[config.mk]
export PLATFORM = sky130hd
export DESIGN_NAME = match_ctrl_flat
export DESIGN_NICKNAME = d
export VERILOG_FILES = /design/src/rtl/pong_pkg.sv /design/src/rtl/match_ctrl_if.sv /design/src/rtl/match_ctrl_bcd2_counter.sv /design/src/rtl/match_ctrl.sv /design/src/flat_wrapper.sv
export SDC_FILE = /design/constraint.sdc
export NUM_CORES = 1
export LEC_CHECK = 0
export BUFFER_PORTS_ARGS = -buffer_cell sky130_fd_sc_hd__buf_2
export CORE_MARGIN = 3
export CORE_UTILIZATION = 55
export CTS_BUF_LIST = sky130_fd_sc_hd__clkbuf_4
export CTS_CLUSTER_SIZE = 40
export DETAILED_ROUTE_END_ITERATION = 6
export PLACE_DENSITY = 0.77
export SLEW_MARGIN = 20
export SYNTH_ARGS = -nofsm -noshare
export SYNTH_HDL_FRONTEND = slang
export SYNTH_SLANG_ARGS = --single-unit
[constraint.sdc]
create_clock -name clk -period 3.8 [get_ports clk]
set_input_delay 0.38 -clock clk [delete_from_list [all_inputs] [get_ports clk]]
set_output_delay 0.38 -clock clk [all_outputs]
set_load 0.02 [all_outputs]
[src/rtl/pong_pkg.sv]
// Shared types and constants for the match controller: FSM states,
// BCD digit width, winner encodings and a BCD-to-binary helper.
package pong_pkg;

  typedef enum logic [1:0] {
    IDLE      = 2'd0,
    SERVE     = 2'd1,
    PLAY      = 2'd2,
    GAME_OVER = 2'd3
  } state_t;

  localparam int DIGIT_W = 4;

  localparam logic [1:0] WIN_NONE = 2'b00;
  localparam logic [1:0] WIN_P1   = 2'b01;
  localparam logic [1:0] WIN_P2   = 2'b10;

  function automatic logic [6:0] bcd_value(input logic [DIGIT_W-1:0] tens,
                                           input logic [DIGIT_W-1:0] unit);
    return 7'(tens) * 7'd10 + 7'(unit);
  endfunction

endpackage

[src/rtl/match_ctrl_if.sv]
// Match controller bus: button/ball-logic inputs and score/status outputs.
// master = ball logic / board side, slave = match_ctrl.
interface match_ctrl_if;

  logic                         start;
  logic                         score1;
  logic                         score2;
  logic [pong_pkg::DIGIT_W-1:0] p1_unit;
  logic [pong_pkg::DIGIT_W-1:0] p1_tens;
  logic [pong_pkg::DIGIT_W-1:0] p2_unit;
  logic [pong_pkg::DIGIT_W-1:0] p2_tens;
  logic                         ball_freeze;
  logic                         serve;
  logic                         game_over;
  logic [1:0]                   winner;

  modport master (
    output start, score1, score2,
    input  p1_unit, p1_tens, p2_unit, p2_tens,
    input  ball_freeze, serve, game_over, winner
  );

  modport slave (
    input  start, score1, score2,
    output p1_unit, p1_tens, p2_unit, p2_tens,
    output ball_freeze, serve, game_over, winner
  );

endinterface

[src/rtl/match_ctrl_bcd2_counter.sv]
// Two-digit BCD up-counter (00..99, wraps to 00) with synchronous clear.
module bcd2_counter
  import pong_pkg::*;
(
  input  logic               clk,
  input  logic               reset,
  input  logic               clr,
  input  logic               inc,
  output logic [DIGIT_W-1:0] unit,
  output logic [DIGIT_W-1:0] tens
);

  always_ff @(posedge clk or posedge reset) begin
    if (reset) begin
      unit <= '0;
      tens <= '0;
    end else if (clr) begin
      unit <= '0;
      tens <= '0;
    end else if (inc) begin
      if (unit == 4'd9) begin
        unit <= '0;
        tens <= (tens == 4'd9) ? '0 : tens + 4'd1;
      end else begin
        unit <= unit + 4'd1;
      end
    end
  end

endmodule

[src/rtl/match_ctrl.sv]
// Pong match controller: serve pause, point counting, win detection.
// All bus outputs come from registers or decode of registered state.
module match_ctrl
  import pong_pkg::*;
#(
  parameter int WIN_SCORE    = 11,
  parameter int PAUSE_CYCLES = 100_000_000
) (
  input  logic         clk,
  input  logic         reset,
  match_ctrl_if.slave  bus
);

  localparam int             PW         = $clog2(PAUSE_CYCLES + 1);
  localparam logic [PW-1:0]  PAUSE_LAST = PW'(PAUSE_CYCLES - 1);
  localparam logic [6:0]     WIN_VAL    = 7'(WIN_SCORE);

  state_t              state, state_nx;
  logic [PW-1:0]       pause_cnt, pause_nx;
  logic [1:0]          winner, winner_nx;
  logic                start_p1, score1_p1, score2_p1;
  logic                start_edge, sc1_edge, sc2_edge;
  logic                clr, inc1, inc2;
  logic                p1_win, p2_win;
  logic [DIGIT_W-1:0]  p1_unit, p1_tens, p2_unit, p2_tens;

  assign start_edge = bus.start  & ~start_p1;
  assign sc1_edge   = bus.score1 & ~score1_p1;
  assign sc2_edge   = bus.score2 & ~score2_p1;

  // Win is judged on the score as it will be after this point is counted
  assign p1_win = (bcd_value(p1_tens, p1_unit) + 7'd1) == WIN_VAL;
  assign p2_win = (bcd_value(p2_tens, p2_unit) + 7'd1) == WIN_VAL;

  always_ff @(posedge clk or posedge reset) begin
    if (reset) begin
      state     <= IDLE;
      pause_cnt <= '0;
      winner    <= WIN_NONE;
      start_p1  <= 1'b0;
      score1_p1 <= 1'b0;
      score2_p1 <= 1'b0;
    end else begin
      state     <= state_nx;
      pause_cnt <= pause_nx;
      winner    <= winner_nx;
      start_p1  <= bus.start;
      score1_p1 <= bus.score1;
      score2_p1 <= bus.score2;
    end
  end

  always_comb begin
    state_nx  = state;
    pause_nx  = pause_cnt;
    winner_nx = winner;
    clr       = 1'b0;
    inc1      = 1'b0;
    inc2      = 1'b0;
    case (state)
      IDLE: begin
        if (start_edge) begin
          state_nx = SERVE;
          pause_nx = '0;
        end
      end
      SERVE: begin
        if (pause_cnt == PAUSE_LAST) state_nx = PLAY;
        else                         pause_nx = pause_cnt + 1'b1;
      end
      PLAY: begin
        // A tie of simultaneous edges is discarded outright
        if (sc1_edge && !sc2_edge) begin
          inc1 = 1'b1;
          if (p1_win) begin
            state_nx  = GAME_OVER;
            winner_nx = WIN_P1;
          end else begin
            state_nx = SERVE;
            pause_nx = '0;
          end
        end else if (sc2_edge && !sc1_edge) begin
          inc2 = 1'b1;
          if (p2_win) begin
            state_nx  = GAME_OVER;
            winner_nx = WIN_P2;
          end else begin
            state_nx = SERVE;
            pause_nx = '0;
          end
        end
      end
      GAME_OVER: begin
        if (start_edge) begin
          clr       = 1'b1;
          winner_nx = WIN_NONE;
          state_nx  = SERVE;
          pause_nx  = '0;
        end
      end
      default: state_nx = IDLE;
    endcase
  end

  bcd2_counter u_p1_cnt (
    .clk   (clk),
    .reset (reset),
    .clr   (clr),
    .inc   (inc1),
    .unit  (p1_unit),
    .tens  (p1_tens)
  );

  bcd2_counter u_p2_cnt (
    .clk   (clk),
    .reset (reset),
    .clr   (clr),
    .inc   (inc2),
    .unit  (p2_unit),
    .tens  (p2_tens)
  );

  assign bus.p1_unit     = p1_unit;
  assign bus.p1_tens     = p1_tens;
  assign bus.p2_unit     = p2_unit;
  assign bus.p2_tens     = p2_tens;
  assign bus.winner      = winner;
  assign bus.ball_freeze = (state != PLAY);
  assign bus.game_over   = (state == GAME_OVER);
  assign bus.serve       = (state == SERVE) && (pause_cnt == PAUSE_LAST);

endmodule

[src/flat_wrapper.sv]
// flat-port wrapper written by rule: the top's interface ports become plain ports
module match_ctrl_flat import pong_pkg::*;
#(
  parameter int WIN_SCORE    = 11,
  parameter int PAUSE_CYCLES = 100_000_000
)
  (clk, reset, bus_start, bus_score1, bus_score2, bus_p1_unit, bus_p1_tens, bus_p2_unit, bus_p2_tens, bus_ball_freeze, bus_serve, bus_game_over, bus_winner);
  match_ctrl_if bus_i ();
  input  logic clk;
  input  logic reset;
  input wire logic [$bits(bus_i.start)-1:0] bus_start;
  input wire logic [$bits(bus_i.score1)-1:0] bus_score1;
  input wire logic [$bits(bus_i.score2)-1:0] bus_score2;
  output wire logic [$bits(bus_i.p1_unit)-1:0] bus_p1_unit;
  output wire logic [$bits(bus_i.p1_tens)-1:0] bus_p1_tens;
  output wire logic [$bits(bus_i.p2_unit)-1:0] bus_p2_unit;
  output wire logic [$bits(bus_i.p2_tens)-1:0] bus_p2_tens;
  output wire logic [$bits(bus_i.ball_freeze)-1:0] bus_ball_freeze;
  output wire logic [$bits(bus_i.serve)-1:0] bus_serve;
  output wire logic [$bits(bus_i.game_over)-1:0] bus_game_over;
  output wire logic [$bits(bus_i.winner)-1:0] bus_winner;
  assign bus_i.start = bus_start;
  assign bus_i.score1 = bus_score1;
  assign bus_i.score2 = bus_score2;
  assign bus_p1_unit = bus_i.p1_unit;
  assign bus_p1_tens = bus_i.p1_tens;
  assign bus_p2_unit = bus_i.p2_unit;
  assign bus_p2_tens = bus_i.p2_tens;
  assign bus_ball_freeze = bus_i.ball_freeze;
  assign bus_serve = bus_i.serve;
  assign bus_game_over = bus_i.game_over;
  assign bus_winner = bus_i.winner;
  match_ctrl #(.WIN_SCORE(WIN_SCORE), .PAUSE_CYCLES(PAUSE_CYCLES)) u_core (.clk(clk), .reset(reset), .bus(bus_i));
endmodule
==> Yosys cells after proc, flatten, opt, wreduce, memory -nomap -nowiden <==
Cells that the tools add are included.
{ "op_classes": {"n_mul": 2, "n_addsub": 9, "eq_ne": 20, "n_reduce_logical": 17, "mux": 41, "bitwise": 6} }
{ "ops": {"columns": ["cell", "n"], "rows": [
  ["two-way mux 27 bit", 6],
  ["one-hot mux 27 bit (3 select lines)", 1],
  ["two-way mux 4 bit", 14],
  ["adder 27 x 1 -> 27 bit, second input constant", 1],
  ["equality test 27 bit, second input constant", 1],
  ["two-way mux 2 bit", 11],
  ["adder 4 x 1 -> 4 bit, second input constant", 4],
  ["equality test 4 bit, second input constant", 4],
  ["adder 7 x 1 -> 7 bit, second input constant", 2],
  ["adder 7 x 4 -> 7 bit", 2],
  ["equality test 7 x 4 -> 1 bit, second input constant", 2],
  ["multiplier 4 x 3 -> 6 bit, second input constant", 2],
  ["AND reduction 5 bit", 2],
  ["nonzero test 2 bit", 5],
  ["two-way mux 1 bit", 7],
  ["!= test 2 x 1 -> 1 bit, second input constant", 3],
  ["!= test 3 x 1 -> 1 bit, second input constant", 2],
  ["!= test 3 bit, second input constant", 2],
  ["one-hot mux 2 bit (3 select lines)", 1],
  ["equality test 2 bit, second input constant", 2],
  ["!= test 2 bit, second input constant", 2],
  ["one-hot mux 2 bit (2 select lines)", 1],
  ["AND reduction 2 bit", 2],
  ["bitwise AND 1 bit", 3],
  ["8 further kinds", 13]
]} }
{ "word_totals": {"register_bits": 50, "output_inout_bits": 21} }

==> Depth between registers and ports, before layout <==
Gate-level depths: netlist of run 1.
{ "depth": {"ltp_word": 9, "depth_mapped": 12, "ltp_nobuf": 10} }

==> Cells and area by module <==
Synthesis of run 1 repeated with hierarchy kept, for this count alone.
{ "hier_totals": {"cells_unflattened": 348, "hier_area_um2": 3319.4} }
{ "modules_own_cells": {"columns": ["module", "seq_area_each_um2", "n_inst", "area_per_inst_um2", "cells_each"], "rows": [
  ["match_ctrl", 850.8, 1, 2386.0, 260],
  ["bcd2_counter", 200.2, 2, 466.7, 44]
]} }

==> Worst setup path before layout of run 1 <==
Ideal clock, no wire load.
{ "synth_path": {"path_kind": "reg-to-reg", "startpoint": "register u_core.u_p2_cnt.tens[1]", "endpoint": "register u_core.pause_cnt[9]", "t_arrival_ns": 2.949, "synth_period_minus_slack_ns": 3.078, "t_required_ns": 3.671, "path_slack_ns": 0.722, "path_buffers": 1, "stages_incl_launch_ff": 11, "cell_sequence": "dfrtp_1 ha_1 ha_1 inv_1 fa_1 or4b_1 a2111o_1 and3_1 nand3_1 buf_2 o41ai_1"} }
{ "synth_via": {"elab_chain_len": 6} }
{ "synth_lines": {"columns": ["item", "line", "rtl"], "rows": [
  ["from (decl)", "match_ctrl_bcd2_counter.sv:10", "output logic [DIGIT_W-1:0] tens"],
  ["from (signal assigned)", "match_ctrl_bcd2_counter.sv:23", "tens <= (tens == 4'd9) ? '0 : tens + 4'd1;"],
  ["multiplier 4 x 3 -> 6 bit", "pong_pkg.sv:20", "return 7'(tens) * 7'd10 + 7'(unit);"],
  ["adder 7 x 4 -> 7 bit", "pong_pkg.sv:20", null],
  ["adder 7 x 1 -> 7 bit", "match_ctrl.sv:33", "assign p2_win = (bcd_value(p2_tens, p2_unit) + 7'd1) == WIN_VAL;"],
  ["equality test 7 x 4 -> 1 bit", "match_ctrl.sv:33", null],
  ["!= test 3 bit (no source line)", null, null],
  ["AND reduction 5 bit (no source line)", null, null],
  ["to (signal assigned)", "match_ctrl.sv:45", "pause_cnt <= pause_nx;"],
  ["to (decl)", "match_ctrl.sv:19", "logic [PW-1:0] pause_cnt, pause_nx;"]
]} }
No other way between the ends.
A chain may end at the register's enable or synchronous reset.

==> Worst setup path after layout of run 1 <==
{ "layout_path": {"startpoint": "register u_core.u_p2_cnt.tens[1]", "endpoint": "register u_core.pause_cnt[21]"} }
Same word-level chain as after synthesis.

==> flow_summary.yaml, run 1 <==
outcome:
  outcome: "complete, no violations"
drt:
  first_pass_iters: 4
  drc: 0
  first_iter_violations: 168
  wl_um: 7250
  top_layer: "met4"
  route.vias.total: 2872
  avgViaCountPerCell: 6.11
  wl_met1_um: 3500
  routed-wl-met2_um: 3360
  wl_met3_um: 312
  ant_nets: 0
  avgRoutedWirePerCell_um: 15.4
floorplan:
  fp.dieH_um: 83.3
  rows: 27
  core_area_um2: 5640
  io_pins: 26
  die_x_um: 83.3
  initial_core_util_pct: 58.3
  die-area_um2: 6940
clock_network:
  clk_latency_ns: 0.39
  h-tree-depth: 2
  clk_pin_slew_ns: 0.17
  cts.sinks: 50
  numCtsBuffers: 5
  cts_buffer_depth: 2
  hold_buffers: 0
  cts_tree: "built"
  post_cts_buffers: 0
  cts_root_buf: "clkbuf_4"
  post_cts_resized: 0
worst_setup_path:
  startpoint_type: "flip-flop"
  critPathMaxStageDelay_ns: 0.54
  path_cells: "ha_1, ha_1, inv_1, fa_1, or4b_1, a2111o_1, nand3_1, buf_4, o21a_1, a31oi_1"
  path_class: "flip-flop to flip-flop"
  crit_top_cell: "ha_1"
  rr_startpoint: "u_core.u_p2_cnt.tens[1]"
  reg2reg_to: "u_core.pause_cnt[21]"
  arrival_ns: 3.56
  r2r_slack_ns: 0.51
  crit_required_ns: 4.07
  cp-end-kind: "flip-flop"
  worstPathMaxFanout: 11
  critPathBufInv: 2
  cp_slowest_cell: "or4b_1"
  reg2reg_depth: 10
  crit_family: "adder cells"
global_routing:
  antenna_found_initial: 0
  grt_pass1_vias: 2701
  grt_max_degree: 51
  grtUsageTotal_pct: 21.5
  grt_pass1_wl_um: 12500
  overflow: 0
min_path:
  holdPathEnd: "u_core.score2_p1"
  min_from: "bus_score2"
  whs_path_depth: 1
  hp-class: "primary input to flip-flop"
place:
  dp.cells: 462
  placed_area_um2: 3500
  portBuffers: 25
  place_ws_ns: 0.564
  dp_hpwl_um: 5260
  gpl.final_weighted_congestion: 0.827
layout:
  nets: 431
  final_cell_count_no_fill: 470
  area.growth.synth_to_final_pct: 8.22
  fin_area_um2: 3560
  drive_above_1_share_pct: 16.1
  final_cell_mix: "50 x dfrtp_1, 42 x nand2_1, 41 x o21ai_0"
  num_antenna_cells: 0
  final_common_cell: "dfrtp_1"
  utilization_pct: 63.1
pwr:
  p_leak_uw: 0.00159
  powerDensity_nw_per_um2: 604
  vdd.ir_drop.worst_mv: 0.425
sta:
  setup_viol: 0
  worst_pin_slew_ns: 0.871
  finClkSkew_ns: 0.0184
  grt_setup_unrepaired: "false"
  drv_slew: 0
  fin_setup_tns_ns: 0
  finalCriticalPeriod_ns: 3.29
  timing.final.ws_setup_ns: 0.506
  fmax_mhz: 304
  period_share_pct: 86.7
  hold_viol: 0
  maxSlewHeadroom_pct: 41.9
yosys:
  synth-main-ff-cell: "dfrtp_1"
  syn-cell-area_um2: 3290
  synthArstFlopShare_pct: 100
  synth_edf_count: 0
  synth_fp_nets: 404
  yosysSeqAreaShare_pct: 38.1
  yosys_warnings: 0
  synth_cells: 370
  ys_seq_elements: 50
  syn_avg_cell_area_um2: 8.89
  yosysUniqueCellTypes: 58
run:
  cap_violations: 0
-- worst max-delay path by stage --
stage,from,endpoint,slack [ns],cells after the start
after detailed placement,u_core.u_p2_cnt.tens[1],u_core.pause_cnt[21],0.56,10
after global routing,u_core.u_p2_cnt.tens[1],u_core.pause_cnt[8],0.29,10
after global placement,u_core.u_p2_cnt.tens[1],u_core.pause_cnt[21],0.63,10
after floorplan,u_core.u_p2_cnt.tens[1],u_core.pause_cnt[9],0.72,10
after CTS,u_core.u_p2_cnt.tens[1],u_core.pause_cnt[21],0.53,10
final,u_core.u_p2_cnt.tens[1],u_core.pause_cnt[21],0.51,10
-- registers in the layout, indices dropped and copies added (netlist names) --
name                  flops
u_core.u_p2_cnt.tens      4
u_core.u_p2_cnt.unit      4
u_core.bus.winner         2
u_core.start_p1           1
u_core.state              2
u_core.pause_cnt         27
u_core.u_p1_cnt.unit      4
u_core.u_p1_cnt.tens      4
u_core.score2_p1          1
u_core.score1_p1          1
-- report_power, final --
group	switching (µW)	internal [µW]	leakage, µW
combinational	690	439	0.000890
sequential	137	622	0.000671
clock	188	72.5	0.0000312
total	1010	1130	0.00159
-- area by class of cell --
class,count,area (µm²)
inverters,20,76.3
clock inverters,3,21.3
multi-input cells,290,1920
flip-flops and latches,50,1250
clock buffers,5,37.5
repair buffers,30,163
well taps,72,90.1
fillers,478,2080
-- worst reg2reg max path, cell delays in order, from the launching register on --
cell	delay (ns)
dfrtp_1	0.48
ha_1	0.32
ha_1	0.19
inv_1	0.06
fa_1	0.41
or4b_1	0.54
a2111o_1	0.41
nand3_1	0.33
buf_4	0.25
o21a_1	0.13
a31oi_1	0.04
-- per-stage QoR --
| stage | hold WS, ns | power (µW) |
|---|---|---|
| floorplan | 0.411 | 1580 |
| global placement | 0.489 | 1850 |
| detailed placement | 0.492 | 1900 |
| CTS | 0.0847 | 2160 |
| global route | 0.0755 | 2360 |
| finish | 0.0906 | 2150 |
-- synth_stat cells, types with 6 or more instances --
cell,number,share of area (%)
ha_1,27,10
a21oi_1,15,2.3
nand4_1,8,1.5
inv_1,19,2.2
nand2_1,42,4.8
nor2_1,33,3.8
dfrtp_1,50,38
o31ai_1,14,3.2
o21ai_0,41,6.2
clkbuf_1,6,0.68
nor3_1,12,1.8
nand3_1,11,1.7
-- cells by family after synthesis --
group                    Yosys count  synth area share (%)
buffers and inverters             30                  3.58
adder cells (fa/ha/maj)           29                  11.5
flip-flops                        50                  38.1
AND/OR/NAND/NOR                  155                  25.8
multiplexers                       6                  1.90
XOR/XNOR                           3                 0.799
AO/OA/AOI/OAI                     97                  18.3
-- metal layers --
layer | up-vias | global-route usage (%)
li1 | 1420 | -
met1 | 1383 | 30.7
met2 | 61 | 33.5
met3 | 8 | 3.27
met4 | 0 | 6.84
met5 | - | 0
Note: power is estimated with default switching activity, not from simulation.
==> run 2: changes to the inputs <==
ABC_AREA = 1   (was not set)
GPL_TIMING_DRIVEN = 1   (was not set)
==> run 2 against run 1 <==
  * Global-route usage up 1.9 points
  * Utilization down 0.78 points
  * Critical path depth up 1
  * Synthesized cell count up 58%
  * Sequential share of layout area down 4.4 points
  * Clock power about the same
  * Non-clock buffer count down 2
==> flow_summary.yaml, run 2 <==
global_routing:
  grtUsageTotal_pct: 23.4
  overflow: 0
  antenna_found_initial: 0
  grt_pass1_wl_um: 14900
  grt_max_degree: 51
  grt_pass1_vias: 3403
clock_network:
  post_cts_resized: 0
  cts.sinks: 50
  cts_buffer_depth: 2
  post_cts_buffers: 0
  h-tree-depth: 2
  numCtsBuffers: 5
  cts_root_buf: "clkbuf_4"
  cts_tree: "built"
  clk_latency_ns: 0.38
  clk_pin_slew_ns: 0.16
  hold_buffers: 0
yosys:
  synth_top_area_share_pct: 32.8
  ys_seq_elements: 50
  synth_cells: 585
  synth-main-ff-cell: "dfrtp_1"
  yosys_warnings: 0
  syn_avg_cell_area_um2: 6.53
  yosysUniqueCellTypes: 31
  yosysMostFrequentCell: "nand2_1"
  synth_edf_count: 0
  synth_common_cells: "204 x nand2_1, 92 x nor2_1, 67 x inv_1"
  synth_fp_nets: 619
  synthTopCellsByArea: "dfrtp_1 33%, nand2_1 20%, nor2_1 9.0%"
  synthArstFlopShare_pct: 100
  yosysSeqAreaShare_pct: 32.8
  synth_top_cell_by_area: "dfrtp_1"
  syn-cell-area_um2: 3820
worst_setup_path:
  worstPathMaxFanout: 29
  r2r_slack_ns: 1.01
  arrival_ns: 3.06
  crit_required_ns: 4.07
  path_class: "flip-flop to flip-flop"
  cp-end-kind: "flip-flop"
  rr_startpoint: "u_core.u_p1_cnt.tens[1]"
  reg2reg_depth: 11
  reg2reg_to: "u_core.pause_cnt[14]"
  startpoint_type: "flip-flop"
layout:
  top_register: "u_core.pause_cnt"
  area.growth.synth_to_final_pct: 6.52
  final_common_cell: "nand2_1"
  nets: 645
  num_antenna_cells: 0
  final_cell_mix: "204 x nand2_1, 92 x nor2_1, 66 x inv_1"
  fill_cells: 605
  drive_above_1_share_pct: 7.68
  largest_reg_flops: 27
  fin_area_um2: 4070
floorplan:
  core_area_um2: 6530
  initial_core_util_pct: 58.5
  fp.dieH_um: 89.3
  rows: 29
  die_x_um: 89.3
  io_pins: 26
  die-area_um2: 7980
drt:
  first_pass_iters: 5
  drc: 0
  avgRoutedWirePerCell_um: 12.3
  route.vias.total: 3656
  avgViaCountPerCell: 5.31
  first_iter_violations: 209
  wl_um: 8490
  ant_nets: 0
sta:
  timing.final.ws_setup_ns: 1.01
  finClkSkew_ns: 0.0182
  setup_viol: 0
  drv_slew: 0
  grt_setup_unrepaired: "false"
  hold_viol: 0
  fin_setup_tns_ns: 0
  period_share_pct: 73.4
  worst_pin_slew_ns: 0.862
  finalCriticalPeriod_ns: 2.79
  fmax_mhz: 359
  maxSlewHeadroom_pct: 42.5
pwr:
  vdd.ir_drop.worst_mv: 0.387
  p_leak_uw: 0.00204
  powerDensity_nw_per_um2: 565
  p_total_uw: 2300
place:
  dp_hpwl_um: 6390
  placed_area_um2: 4010
  portBuffers: 25
  gpl.final_weighted_congestion: 0.971
  place_ws_ns: 1.03
min_path:
  min_from: "bus_start"
  hp-class: "primary input to flip-flop"
  whs_path_depth: 1
  holdPathEnd: "u_core.start_p1"
outcome:
  outcome: "complete, no violations"
run:
  cap_violations: 0
==> run 2: routing by layer <==
layer	share of wire, %	vias to the layer above	global-route usage [%]
met4	1.5	0	6.22
met5	0	-	0
met2	50	79	41.9
met1	44	1678	29.3
li1	-	1885	-
met3	4.3	14	3.50
==> run 2: metrics by stage <==
step                hold slack [ns]  std cells  util, %
floorplan                     0.411        585        -
global placement              0.460        681     61.4
detailed placement            0.466        681     61.4
CTS                           0.111        689     62.3
global route                 0.0888        689     62.3
finish                        0.123        689     62.3
==> run 2: cell type report <==
type / count / area, µm² / area share (%)
clock buffers: 5 / 37.5 / 0.923
clock inverters: 3 / 21.3 / 0.523
flip-flops and latches: 50 / 1250 / 30.8
multi-input cells: 456 / 2250 / 55.3
repair buffers: 28 / 148 / 3.63
inverters: 70 / 264 / 6.49
well taps: 77 / 96.3 / 2.37
==> run 2: how the worst max path moves through the flow <==
stage	endpoint	startpoint	cells past startpoint
floorplan	u_core.pause_cnt[0]	u_core.u_p1_cnt.tens[1]	11
global placement	u_core.pause_cnt[9]	u_core.u_p1_cnt.tens[3]	11
detailed placement	u_core.pause_cnt[4]	u_core.u_p1_cnt.tens[1]	11
CTS	u_core.pause_cnt[14]	u_core.u_p1_cnt.tens[1]	11
global route	u_core.pause_cnt[15]	u_core.u_p1_cnt.tens[1]	11
finish	u_core.pause_cnt[14]	u_core.u_p1_cnt.tens[1]	11
==> run 2: kinds of logic (layout without fill, tap and decap cells) <==
family	count (synthesis)	in the layout	share of synthesized area, %
buffers and inverters	79	106	8.32
XOR/XNOR	12	12	2.75
AO/OA/AOI/OAI	32	32	4.65
adder cells (fa/ha/maj)	29	29	9.89
flip-flops	50	50	32.8
AND/OR/NAND/NOR	383	383	41.6
==> run 2: power by group <==
part	leakage (µW)	total, µW	internal [µW]	switching, µW
Sequential	0.000652	752	620	132
Combinational	0.00136	1290	432	855
Clock	0.0000328	257	72.9	184
Total	0.00204	2300	1130	1170
==> run 2: critical path: stages, from the launching register on <==
cell	delay, ns
dfrtp_1	0.48
ha_1	0.32
ha_1	0.19
inv_1	0.07
fa_1	0.43
nand2_1	0.08
o21ai_0	0.11
nand4_1	0.11
buf_4	0.32
nand3_4	0.34
nand2_1	0.16
nand2_1	0.06
